===== config.mk =====
export PLATFORM = sky130hd
export DESIGN_NAME = seg7_count_display
export DESIGN_NICKNAME = d
export VERILOG_FILES = /design/src/rtl/seg7_pkg.sv /design/src/rtl/bin2bcd_seq.sv /design/src/rtl/seg7_count_display.sv
export SDC_FILE = /design/constraint.sdc
export NUM_CORES = 1
export LEC_CHECK = 0
export CORE_ASPECT_RATIO = 1.75
export CORE_MARGIN = 3
export CORE_UTILIZATION = 65
export CTS_BUF_LIST = sky130_fd_sc_hd__clkbuf_8
export DETAILED_ROUTE_END_ITERATION = 8
export DONT_BUFFER_PORTS = 1
export PLACE_DENSITY_LB_ADDON = 0.3
export SKIP_LAST_GASP = 1
export SYNTH_ARGS = -nofsm -noshare
export SYNTH_HDL_FRONTEND = slang
export SYNTH_SLANG_ARGS = --single-unit

===== constraint.sdc =====
create_clock -name clk_100MHz -period 2.7 [get_ports clk_100MHz]
set_input_delay 0.54 -clock clk_100MHz [delete_from_list [all_inputs] [get_ports clk_100MHz]]
set_output_delay 0.54 -clock clk_100MHz [all_outputs]
set_load 0.05 [all_outputs]

===== src/rtl/seg7_pkg.sv =====
// rtl/seg7_pkg.sv - shared FSM state type and 7-segment encodings for seg7_count_display
package seg7_pkg;

   typedef enum logic [1:0] {IDLE, LOAD, SHIFT, DONE} bcd_state_t;

   localparam logic [6:0] SEG_BLANK = 7'h7F;

   // Active-low cathodes ordered {g,f,e,d,c,b,a}
   localparam logic [6:0] SEG_0 = 7'b1000000;
   localparam logic [6:0] SEG_1 = 7'b1111001;
   localparam logic [6:0] SEG_2 = 7'b0100100;
   localparam logic [6:0] SEG_3 = 7'b0110000;
   localparam logic [6:0] SEG_4 = 7'b0011001;
   localparam logic [6:0] SEG_5 = 7'b0010010;
   localparam logic [6:0] SEG_6 = 7'b0000010;
   localparam logic [6:0] SEG_7 = 7'b1111000;
   localparam logic [6:0] SEG_8 = 7'b0000000;
   localparam logic [6:0] SEG_9 = 7'b0010000;

   function automatic logic [6:0] nibble_to_seg(input logic [3:0] nib);
      logic [6:0] s;
      case (nib)
         4'd0:    s = SEG_0;
         4'd1:    s = SEG_1;
         4'd2:    s = SEG_2;
         4'd3:    s = SEG_3;
         4'd4:    s = SEG_4;
         4'd5:    s = SEG_5;
         4'd6:    s = SEG_6;
         4'd7:    s = SEG_7;
         4'd8:    s = SEG_8;
         4'd9:    s = SEG_9;
         default: s = SEG_BLANK;
      endcase
      return s;
   endfunction

endpackage


===== src/rtl/bin2bcd_seq.sv =====
// rtl/bin2bcd_seq.sv - sequential shift-add-3 binary to 4-digit BCD converter
module bin2bcd_seq
   import seg7_pkg::*;
#(
   parameter int CNT_W = 6
)
(
   input  logic             clk,
   input  logic             rst,
   input  logic             start,
   input  logic [CNT_W-1:0] bin,
   output logic             busy,
   output logic             load,
   output logic             done,
   output logic [15:0]      bcd
);

   localparam int SR_W = 16 + CNT_W;
   localparam int IT_W = $clog2(CNT_W + 1);

   bcd_state_t      state;
   logic [SR_W-1:0] sr;
   logic [SR_W-1:0] sr_adj;
   logic [IT_W-1:0] iter;

   always_comb begin
      sr_adj = sr;
      for (int k = 0; k < 4; k++) begin
         if (sr[CNT_W + 4*k +: 4] >= 4'd5)
            sr_adj[CNT_W + 4*k +: 4] = sr[CNT_W + 4*k +: 4] + 4'd3;
      end
   end

   always_ff @(posedge clk or negedge rst) begin
      if (!rst) begin
         state <= IDLE;
         sr    <= '0;
         iter  <= '0;
         bcd   <= '0;
      end else begin
         case (state)
            IDLE: if (start) state <= LOAD;
            LOAD: begin
               sr    <= {16'h0, bin};
               iter  <= '0;
               state <= SHIFT;
            end
            SHIFT: begin
               sr <= {sr_adj[SR_W-2:0], 1'b0};
               if (int'(iter) == CNT_W - 1)
                  state <= DONE;
               else
                  iter <= iter + IT_W'(1);
            end
            DONE: begin
               bcd   <= sr[SR_W-1 -: 16];
               state <= IDLE;
            end
            default: state <= IDLE;
         endcase
      end
   end

   assign busy = (state != IDLE);
   assign load = (state == LOAD);
   assign done = (state == DONE);

endmodule


===== src/rtl/seg7_count_display.sv =====
// rtl/seg7_count_display.sv - shows the binary counter value in decimal on a 4-digit
// common-anode display with leading-zero blanking and an anti-ghosting guard
module seg7_count_display
   import seg7_pkg::*;
#(
   parameter int CLK_HZ    = 100_000_000,
   parameter int DIGIT_HZ  = 1000,
   parameter int GUARD_CYC = 2000,
   parameter int CNT_W     = 6
)
(
   input  logic             clk_100MHz,
   input  logic             rst,
   input  logic [CNT_W-1:0] cnt,
   output logic [6:0]       seg,
   output logic             dp,
   output logic [3:0]       an
);

   localparam int SLOT_CYC = CLK_HZ / DIGIT_HZ;
   localparam int SLOT_W   = $clog2(SLOT_CYC);

   logic [SLOT_W-1:0] slot_cnt;
   logic [1:0]        digit_idx;
   logic [CNT_W-1:0]  last_bin;
   logic              disp_valid;
   logic [15:0]       disp_bcd;
   logic              conv_start;
   logic              conv_busy;
   logic              conv_load;
   logic              conv_done;
   logic [3:0]        nib;
   logic              lz_blank;

   assign conv_start = !conv_busy && (!disp_valid || cnt != last_bin);

   bin2bcd_seq #(.CNT_W(CNT_W)) u_bcd (
      .clk   (clk_100MHz),
      .rst   (rst),
      .start (conv_start),
      .bin   (cnt),
      .busy  (conv_busy),
      .load  (conv_load),
      .done  (conv_done),
      .bcd   (disp_bcd)
   );

   // A digit is blank when it and every more significant digit are zero
   always_comb begin
      nib = disp_bcd[{digit_idx, 2'b00} +: 4];
      case (digit_idx)
         2'd1:    lz_blank = (disp_bcd[15:4] == '0);
         2'd2:    lz_blank = (disp_bcd[15:8] == '0);
         2'd3:    lz_blank = (disp_bcd[15:12] == '0);
         default: lz_blank = 1'b0;
      endcase
   end

   always_ff @(posedge clk_100MHz or negedge rst) begin
      if (!rst) begin
         slot_cnt   <= '0;
         digit_idx  <= '0;
         last_bin   <= '0;
         disp_valid <= 1'b0;
         an         <= 4'b1111;
         seg        <= SEG_BLANK;
      end else begin
         if (int'(slot_cnt) == SLOT_CYC - 1) begin
            slot_cnt  <= '0;
            digit_idx <= digit_idx + 2'd1;
         end else begin
            slot_cnt <= slot_cnt + SLOT_W'(1);
         end
         if (conv_load) last_bin <= cnt;
         if (conv_done) disp_valid <= 1'b1;
         if (int'(slot_cnt) < GUARD_CYC || !disp_valid || lz_blank) begin
            an  <= 4'b1111;
            seg <= SEG_BLANK;
         end else begin
            an  <= ~(4'b0001 << digit_idx);
            seg <= nibble_to_seg(nib);
         end
      end
   end

   assign dp = 1'b1;

endmodule


==> metrics.md <==
| Metric | Value |
|---|---|
| Worst Setup Start Kind | flop |
| Synth top area share | 42.7% |
| RSZ-0062 raised after global routing | no |
| # IOs | 20 |
| Crit share post-route | 76.4% |
| Final #Nets | 396 |
| Critical Path RT | 2.95 ns |
| Worst R2R Setup Slack | 0.64 ns |
| Via count | 2551 |
| Site row count | 37 |
| Hold Crit Class | in2async |
| Post-Syn Instances | 362 |
| Actual slew at the worst max-slew pin | 0.768 ns |
| Routability congestion estimate | 0.812 |
| CTS buffer count | 9 |
| Leak | 1.88 nW |
| Critical Path AT | 2.31 ns |
| Core box area | 5970 um^2 |
| # resized after CTS | 0 |
| CTS root buf | clkbuf_8 |
| Synth cell types | 50 |
| Clock Latency Late Sink | 0.35 ns |
| I/O Buffers | 0 |
| Crit path kind | reg2reg |
| P per Cell Area | 777 nW/um^2 |
| Final min period | 2.06 ns |
| GR Util All Layers | 21.8% |
| Setup-failing EPs final | 0 |
| GR Overflow Total | 0 |
| Worst relative slew slack | 48.6% |
| Sequential area share after synthesis | 49.8% |
| Clock sink count | 80 |
| DR WL/cell | 15.2 um |
| Top post-synthesis cells by area | dfrtp_1 (43%), mux2_2 (7.8%), ha_1 (7.7%) |
| Crit Reg-Reg Startpoint | digit_idx[0]$_DFFE_PN0N_ |
| Slew Limit Fails | 0 |
| First-pass GRT wire length | 11.9 mm |
| Layout fillers | 427 |
| Die width | 65.6 um |
| Highest Clock Rate | 485 MHz |
| Max_cap viols | 0 |
| CTS tree | built |
| Chip height | 110 um |
| Hold Vio Cnt, Final | 0 |
| Final worst setup slack | 0.638 ns |
| Vias per Instance | 5.72 |
| Layout Area Growth over Synthesis | 6.56% |
| Share of layout cells above drive strength 1 | 18.2% |
| CTS clock-pin slew for the worst setup and hold paths | 0.08 ns |
| Critical path capture point type | flop |
| #FFs+latches synth | 80 |
| Routed WL | 6.76 mm |
| Peak supply drop | 0.000830 V |
| DIE AREA | 7250 um^2 |
| Post-Place Setup Slack | 0.629 ns |
| Largest net degree at the start of global routing | 70 |
| Setup TNS | 0 ns |
| Status | completed |
| First-pass DRT Iterations | 4 |
| Average instance area after synthesis | 11.2 um^2 |
| Longest Clk Path Bufs | 2 |
| Largest fanout on the critical path | 7 |
| DR iter-0 viols | 166 |
| Area leader, netlist | dfrtp_1 |
| Initial Util | 67.8% |
| Number of diodes | 0 |
| Detailed-placement wirelength estimate | 4.68 mm |
| Setup Fix Bufs, Post-CTS | 0 |
| Post-Syn Nets | 395 |
| H-tree depth | 3 |
| Hold slack | 0.0290 ns |
| Vias in the first global route | 2636 |
| Syn Std Cell Area | 4050 um^2 |
| Synth Warn # | 0 |
| Post-Route Skew | 0.00694 ns |
| Worst setup path startpoint | digit_idx[0]$_DFFE_PN0N_ |
| Remaining DRCs | 0 |
| Final ANT Viol Nets | 0 |
| Antenna violations before repair | 0 |
==> cell usage after synthesis, drive strengths merged <==
library cell	n
a211o	1
a21oi	13
a31o	1
and3	4
and4	2
buf	4
clkbuf	11
conb	1
dfrtp	69
dfstp	11
ha	25
inv	31
mux2	29
mux2i	6
mux4	4
nand2	16
nand2b	7
nand3	17
nand3b	1
nand4	5
nand4b	1
nand4bb	1
nor2	16
nor2b	1
nor3	8
nor4	4
o211a	1
o211ai	2
o21a	1
o21ai	21
o21ba	1
o22a	1
o22ai	8
o32ai	3
o41a	1
or2	1
or3	3
or3b	1
or4	1
xnor2	22
xor2	6
==> layout make-up <==
class / count / area (um^2) / share of cell area, %
Sequential cell: 80 / 2020 / 46.7
Inverter: 31 / 116 / 2.70
Multi-Input combinational cell: 236 / 1840 / 42.8
Clock inverter: 6 / 27.5 / 0.638
Timing Repair Buffer: 5 / 72.6 / 1.68
Tap cell: 78 / 97.6 / 2.26
Clock buffer: 10 / 138 / 3.19
==> final timing paths <==
path | endpoint | cells after the start
max in group asynchronous | seg[5]$_DFF_PN1_ | 1
worst max-delay path | seg[4]$_DFF_PN1_ | 7
worst min-delay path | seg[6]$_DFF_PN1_ | 0
worst min register to register | slot_cnt[0]$_DFF_PN0_ | 1
worst max register to register | seg[4]$_DFF_PN1_ | 7
min in group clk_100MHz | last_bin[5]$_DFFE_PN0P_ | 1
==> registers in the layout, summed over array words and instances, names as in the netlist <==
| name | cells |
|---|---|
| seg | 7 |
| u_bcd.iter | 3 |
| u_bcd.bcd | 16 |
| u_bcd.state | 2 |
| slot_cnt | 17 |
| digit_idx | 2 |
| last_bin | 6 |
| u_bcd.sr | 22 |
| an | 4 |
| disp_valid | 1 |
==> cells in the final DEF, fill, tap and decap left out, types with 2 or more instances in the layout <==
master    Yosys  layout
clkinv_2      0       4
dfstp_2      11      11
xor2_1        6       6
dfrtp_1      69      69
o21ai_0      20      20
mux2i_1       6       6
mux2_2       28      28
nand2_1      16      16
o22ai_1       8       8
o32ai_1       3       3
nor4_1        4       4
nand3_1      17      17
nand2b_1      6       6
clkbuf_8      0      10
ha_1         25      25
nor3_1        8       8
or3_1         3       3
xnor2_1      22      22
and3_1        4       4
nand4_1       4       4
a21oi_1      13      13
nor2_1       16      16
inv_1        31      33
and4_1        2       2
buf_4         1       2
o211ai_1      2       2
mux4_2        3       3
==> per-layer routing <==
layer  part of all wire (%)  global-route usage (%)
met1                     41                    24.5
met5                      0                       0
met3                    2.9                    5.07
met2                     53                    37.8
met4                    2.8                    11.3
==> critical path, stage by stage, from the launching register on <==
cell and delay, ns:
dfrtp_1 0.52, mux4_1 0.67, inv_1 0.13, ha_1 0.15
inv_1 0.04, mux2_4 0.24, mux2i_1 0.13, nand3_1 0.09
==> report_power, final <==
group / switching (W) / internal [W]
sequential: 0.000118 / 0.00137
clock: 0.000404 / 0.000346
combinational: 0.000600 / 0.000514
total: 0.00112 / 0.00223
==> cells by family (layout without fill, tap and decap cells) <==
group,after synthesis,in the layout,share of synthesized area (%)
AOI/OAI and AO/OA,54,54,8.07
other,1,1,0.0927
muxes,39,39,12.0
adders and majority gates,25,25,7.73
xor gates and xnor gates,28,28,6.06
and+or+nand+nor,89,89,11.7
DFF,80,80,49.8
buffers and inverters,46,52,4.61
==> through the flow <==
stage          std cells  cell area, um^2  utilization (%)  power (W)
2_1_floorplan        362             4050                -    0.00234
3_5_place_dp         428             4110             68.8    0.00260
6_report             446             4310             72.2    0.00335
4_1_cts              445             4300             72.0    0.00338
5_1_grt              446             4310             72.2    0.00360
3_3_place_gp         428             4110             68.8    0.00256
==> what timing repair did <==
item,CTS,global route
hold endpoints to repair,69,6
setup endpoints to repair,0,0
hold buffers,1,1
Power figures use the tool's default switching activity.
